**src/rtl/stacker_row_ctrl.sv**
```systemverilog
// Moving-row controller for the block-stacker game: frame-paced slide with edge bounce,
// drop/trim against the row below, speed-up per level and a req/ack handoff to the draw logic.
module stacker_row_ctrl #(
  parameter int unsigned GRID_W    = 10,
  parameter int unsigned ROWS      = 12,
  parameter int unsigned START_LEN = 3,
  parameter int unsigned BASE_FPS  = 3333332,
  parameter int unsigned FPS_STEP  = 208333,
  parameter int unsigned MIN_FPS   = 833332
) (
  input  logic              clk_i,
  input  logic              resetn_i,
  input  logic              start_i,
  input  logic              enable_frame_i,
  input  logic              drop_i,
  input  logic              draw_ack_i,
  output logic [GRID_W-1:0] row_mask_o,
  output logic [3:0]        row_idx_o,
  output logic [31:0]       fps_count_o,
  output logic              draw_req_o,
  output logic              game_over_o,
  output logic              win_o
);

  typedef enum logic [2:0] {StIdle, StMove, StCheck, StOver, StWin} state_e;

  localparam logic [GRID_W-1:0] StartMask  = GRID_W'((1 << START_LEN) - 1);
  localparam logic [31:0]       BaseFps    = 32'(BASE_FPS);
  localparam logic [31:0]       FpsStep    = 32'(FPS_STEP);
  localparam logic [31:0]       MinFps     = 32'(MIN_FPS);
  // Subtracting the step is only safe (and above the floor) at or above this value.
  localparam logic [31:0]       FloorThres = 32'(MIN_FPS + FPS_STEP);
  localparam logic [3:0]        LastRow    = 4'(ROWS - 1);

  state_e            state_q;
  logic [GRID_W-1:0] row_mask_q, prev_mask_q;
  logic              dir_left_q;
  logic [3:0]        row_idx_q;
  logic [31:0]       fps_q;
  logic              draw_req_q, game_over_q, win_q;
  logic              drop_q, drop_pend_q;

  logic              drop_rise;
  logic [GRID_W-1:0] new_mask;
  logic [GRID_W-1:0] shift_mask;
  logic              shift_dir_left;

  assign drop_rise = drop_i & ~drop_q;
  assign new_mask  = row_mask_q & prev_mask_q;

  // Bounce reverses direction and steps away from the edge within the same tick.
  always_comb begin
    shift_mask     = row_mask_q;
    shift_dir_left = dir_left_q;
    if (!dir_left_q) begin
      if (row_mask_q[GRID_W-1]) begin
        shift_mask     = row_mask_q >> 1;
        shift_dir_left = 1'b1;
      end else begin
        shift_mask = row_mask_q << 1;
      end
    end else begin
      if (row_mask_q[0]) begin
        shift_mask     = row_mask_q << 1;
        shift_dir_left = 1'b0;
      end else begin
        shift_mask = row_mask_q >> 1;
      end
    end
  end

  always_ff @(posedge clk_i or negedge resetn_i) begin
    if (!resetn_i) begin
      state_q     <= StIdle;
      row_mask_q  <= StartMask;
      prev_mask_q <= '1;
      dir_left_q  <= 1'b0;
      row_idx_q   <= '0;
      fps_q       <= BaseFps;
      draw_req_q  <= 1'b0;
      game_over_q <= 1'b0;
      win_q       <= 1'b0;
      drop_q      <= 1'b0;
      drop_pend_q <= 1'b0;
    end else if (start_i) begin
      state_q     <= StMove;
      row_mask_q  <= StartMask;
      prev_mask_q <= '1;
      dir_left_q  <= 1'b0;
      row_idx_q   <= '0;
      fps_q       <= BaseFps;
      draw_req_q  <= 1'b1;
      game_over_q <= 1'b0;
      win_q       <= 1'b0;
      drop_q      <= 1'b0;
      drop_pend_q <= 1'b0;
    end else begin
      drop_q <= drop_i;
      // A new update later in this block overrides the ack clear.
      if (draw_ack_i) draw_req_q <= 1'b0;
      unique case (state_q)
        StMove: begin
          if (drop_pend_q && !draw_req_q) begin
            state_q     <= StCheck;
            drop_pend_q <= 1'b0;
          end else if (drop_rise) begin
            drop_pend_q <= 1'b1;
          end else if (enable_frame_i && !draw_req_q) begin
            row_mask_q <= shift_mask;
            dir_left_q <= shift_dir_left;
            draw_req_q <= 1'b1;
          end
        end
        StCheck: begin
          draw_req_q <= 1'b1;
          if (new_mask == '0) begin
            game_over_q <= 1'b1;
            state_q     <= StOver;
          end else if (row_idx_q == LastRow) begin
            prev_mask_q <= new_mask;
            row_mask_q  <= new_mask;
            win_q       <= 1'b1;
            state_q     <= StWin;
          end else begin
            prev_mask_q <= new_mask;
            row_mask_q  <= new_mask;
            row_idx_q   <= row_idx_q + 4'd1;
            fps_q       <= (fps_q >= FloorThres) ? (fps_q - FpsStep) : MinFps;
            state_q     <= StMove;
          end
        end
        default: ;
      endcase
    end
  end

  assign row_mask_o  = row_mask_q;
  assign row_idx_o   = row_idx_q;
  assign fps_count_o = fps_q;
  assign draw_req_o  = draw_req_q;
  assign game_over_o = game_over_q;
  assign win_o       = win_q;

endmodule

```
**config.mk**
```make
export PLATFORM = sky130hd
export DESIGN_NAME = stacker_row_ctrl
export DESIGN_NICKNAME = d
export VERILOG_FILES = /design/src/rtl/stacker_row_ctrl.sv
export SDC_FILE = /design/constraint.sdc
export NUM_CORES = 1
export LEC_CHECK = 0
export CAP_MARGIN = 20
export CELL_PAD_IN_SITES_DETAIL_PLACEMENT = 1
export CELL_PAD_IN_SITES_GLOBAL_PLACEMENT = 2
export CORE_MARGIN = 3
export CORE_UTILIZATION = 37
export CTS_BUF_LIST = sky130_fd_sc_hd__clkbuf_2
export DETAILED_ROUTE_END_ITERATION = 12
export PLACE_DENSITY = 0.95
export SYNTH_ARGS = -nofsm -noshare
export SYNTH_HDL_FRONTEND = slang
export SYNTH_SLANG_ARGS = --single-unit
```
**constraint.sdc**
```tcl
create_clock -name clk_i -period 5.85 [get_ports clk_i]
set_input_delay 0.585 -clock clk_i [delete_from_list [all_inputs] [get_ports clk_i]]
set_output_delay 0.585 -clock clk_i [all_outputs]
set_load 0.02 [all_outputs]
```
==> results.py <==
metrics = {
    "yosys": {
        "synthFlopType": "dfrtp_1",
        "syn_avg_cell_area_sq_um": 9.13,
        "muxShareOfSynthArea_pct": 0.871,
        "syn_inst": 409,
        "synthAdderAreaFrac_pct": 1.00,
        "synth-simple-area-share_pct": 21.2,
        "ys_types": 68,
        "synth_top_family_by_area": "compound AO/OA/AOI/OAI gates",
        "synth.cell_area_sq_um": 3740,
        "syn-num-nets": 418,
        "synth_edf_count": 0,
        "synth_compound_area_share_pct": 27.4,
        "synth_xor_area_share_pct": 0.703,
        "ys_ff_latch": 65,
        "ys_warn_count": 0,
        "async_reset_ff_share_pct": 100,
        "synth-seq-area-share_pct": 44.4,
    },
    "final_layout": {
        "num-fill-cells": 1170,
        "multi_input_area_sq_um": 1910,
        "seqCellArea_sq_um": 1660,
        "area_delta_synth_final_pct": 20.8,
        "fin_cells": 599,
        "finish.instance_area_sq_um": 4510,
        "diodes": 0,
        "nets": 470,
        "drive_gt1_share_pct": 15.5,
        "final_core_util_pct": 46.2,
    },
    "power": {
        "p_per_area_nw_per_um2": 216,
        "seq_power_share_pct": 52.5,
        "switching_share_pct": 33.0,
        "clkPwrFrac_pct": 27.5,
        "combPwrFrac_pct": 20.0,
        "switchingPower_uw": 323,
        "p_leak_nw": 1.73,
        "internal-power_uw": 654,
        "vdd_drop_max_mv": 0.102,
    },
    "routing": {
        "drtIter0Drc": 107,
        "vias": 3520,
        "wl_per_cell_um": 18.9,
        "drcViolationCount": 0,
        "routed_via_density": 5.88,
        "routed_wl_mm": 11.3,
        "dr.pass1.iters": 4,
        "ant_nets": 0,
    },
    "flow_run": {
        "maxCapViolCount": 0,
    },
    "timing": {
        "fmax_ghz": 0.296,
        "fin_crit_ps": 3370,
        "worstMarginPinSlew_ps": 1050,
        "drv_slew": 0,
        "slew_headroom_pct": 29.9,
        "tns_ps": 0,
        "fin_crit_sh_pct": 57.7,
        "rsz0062_at_grt": "no",
        "skew_ps": 45.6,
        "setup_violations": 0,
        "hold_viol_final": 0,
    },
    "run_status": {
        "status": "completed",
    },
    "placement": {
        "hpwl_mm": 7.89,
        "dp.cells": 580,
        "place_congestion": 0.837,
        "port-buffer-count": 54,
        "placed_cell_area_sq_um": 4390,
    },
    "critical_path": {
        "cp.required_ps": 6300,
        "end_kind": "flop",
        "worstPathMaxFanout": 31,
        "worstPathArrival_ps": 3820,
        "criticalPathCategory": "input pin to flop",
        "start_kind": "input pin",
    },
    "clocking": {
        "cts_hold_buffers": 0,
        "cts_buffers": 9,
        "clk_path_buf_depth": 2,
        "clkTransAtPathRegs_ps": 220,
        "clock_latency_ps": 500,
        "cts_setup_buffers": 0,
        "cts-root-buf": "clkbuf_2",
        "ctsResizeCount": 0,
        "clock_sinks": 65,
        "htree_levels": 3,
        "cts_tree": "yes",
    },
    "die": {
        "die_y_um": 106,
        "initial_core_util_pct": 38.2,
        "rows": 36,
        "top_level_ports": 55,
        "fp.dieArea_sq_um": 11300,
        "coreArea_sq_um": 9770,
        "die_w_um": 106,
    },
    "global_route": {
        "grt_pass1_vias": 3868,
        "antenna_found_initial": 0,
        "overflow": 0,
        "grtUsageTotal_pct": 21.0,
        "grt_start_max_net_pins": 66,
        "grt_pass1_wl_mm": 19.3,
    },
    "worst_hold_path": {
        "min_path_type": "input pin to asynchronous set/reset pin",
    },
}
-- power by group through the flow --
stage / clock network, mW / registers [mW] / logic, mW
after floorplan: 0 / 0.528 / 0.0978
after global placement: 0 / 0.519 / 0.190
after detailed placement: 0 / 0.520 / 0.195
after CTS: 0.276 / 0.513 / 0.196
after global routing: 0.293 / 0.519 / 0.216
final: 0.268 / 0.513 / 0.196
-- cells by family after synthesis --
kind of cell,Yosys count
compound gates,154
simple gates,140
flops,65
buf+inv,41
xor+xnor,3
mux,3
fa+ha+maj,3
-- path summary, 6_finish.rpt --
check | startpoint | end | slack (ps) | cells after the start
min in group clk_i | prev_mask_q[9] | prev_mask_q[9] | 510 | 2
hold reg to reg | prev_mask_q[9] | prev_mask_q[9] | 510 | 2
hold / removal | resetn_i | fps_count_o[5] | 240 | 2
setup reg to reg | fps_count_o[0] | fps_count_o[6] | 2790 | 7
max in group asynchronous | resetn_i | row_idx_o[2] | 5010 | 2
setup / recovery | start_i | fps_count_o[25] | 2480 | 8
-- layer usage --
| metal | vias up | wire [um] | share of wire (%) | track usage, % |
|---|---|---|---|---|
| li1 | 1660 | - | - | - |
| met1 | 1784 | 5260 | 47 | 27.3 |
| met2 | 62 | 5550 | 49 | 35.5 |
| met3 | 14 | 297 | 2.6 | 3.10 |
| met4 | 0 | 202 | 1.8 | 7.31 |
| met5 | - | 0 | 0 | 0 |
-- stage by stage --
step                total power [mW]  setup slack, ps  hold slack (ps)
global placement               0.709             2060              474
detailed placement             0.715             1950              489
floorplan                      0.626             3440              289
CTS                            0.984             2500              247
finish                         0.977             2480              243
global route                    1.03             2260              265
-- synthesized netlist by cell type (all sizes together) (6+ instances only) --
cell	count	area (sq um)
o21ai	44	220
dfrtp	40	1000
dfstp	25	657
or4	6	48.8
and2	9	56.3
a211oi	9	72.6
nor2	23	86.3
o211ai	6	45.0
inv	19	71.3
or3	13	88.8
nor3	11	60.1
nand2	28	105
o221ai	6	52.6
a21oi	40	200
clkbuf	17	63.8
nand3	11	55.1
-- placed cells by master (no fill, tap or decap), types with 3 or more instances in the layout --
cell             Yosys  final
clkdlybuf4s50_1      0     53
nor2b_1              4      4
a211oi_1             8      8
o31ai_1              4      4
o221a_2              3      3
a31oi_1              4      4
clkinv_1             1      3
and3_1               3      3
clkbuf_2             0     11
inv_1               19     19
a221oi_1             3      3
nand4_1              4      4
o41ai_1              5      5
or3_1               10     10
ha_1                 3      3
o21a_1               3      3
or4_1                5      5
a221o_1              5      5
nor3_1              10     10
nand3_1             11     11
nand3b_1             5      5
or2_2                4      4
or4b_2               4      4
o21ai_0             42     41
o211ai_1             6      6
a21oi_1             40     40
nor2_1              23     23
nand2b_1             3      3
buf_4                1      5
and2_1               9      9
o221ai_1             6      6
buf_2                2      3
dfstp_2             25     25
a22oi_1              5      5
dfrtp_1             40     40
nand2_1             28     28
-- sequential cells by signal (all words and copies together), names as in the netlist --
signal / cells
draw_req_o: 1
drop_q: 1
fps_count_o: 32
row_idx_o: 4
win_o: 1
drop_pend_q: 1
game_over_o: 1
dir_left_q: 1
prev_mask_q: 10
state_q: 3
row_mask_o: 10
-- area by class of cell --
cell class | count | area share (%)
sequential | 65 | 36.7
timing repair buffer | 62 | 13.2
inverter | 20 | 1.66
clock buffer | 11 | 1.22
multi-input combinational | 303 | 42.4
tap | 133 | 3.69
clock inverter | 5 | 1.05
-- worst max-delay path: stages --
cell and delay (ps):
clkdlybuf4s50_1 450, buf_4 320, clkinv_1 730, o21ai_1 400, o21ai_2 270, buf_8 230
or4b_2 630, a21oi_1 180
No activity file was read; power rests on OpenSTA's default activity.
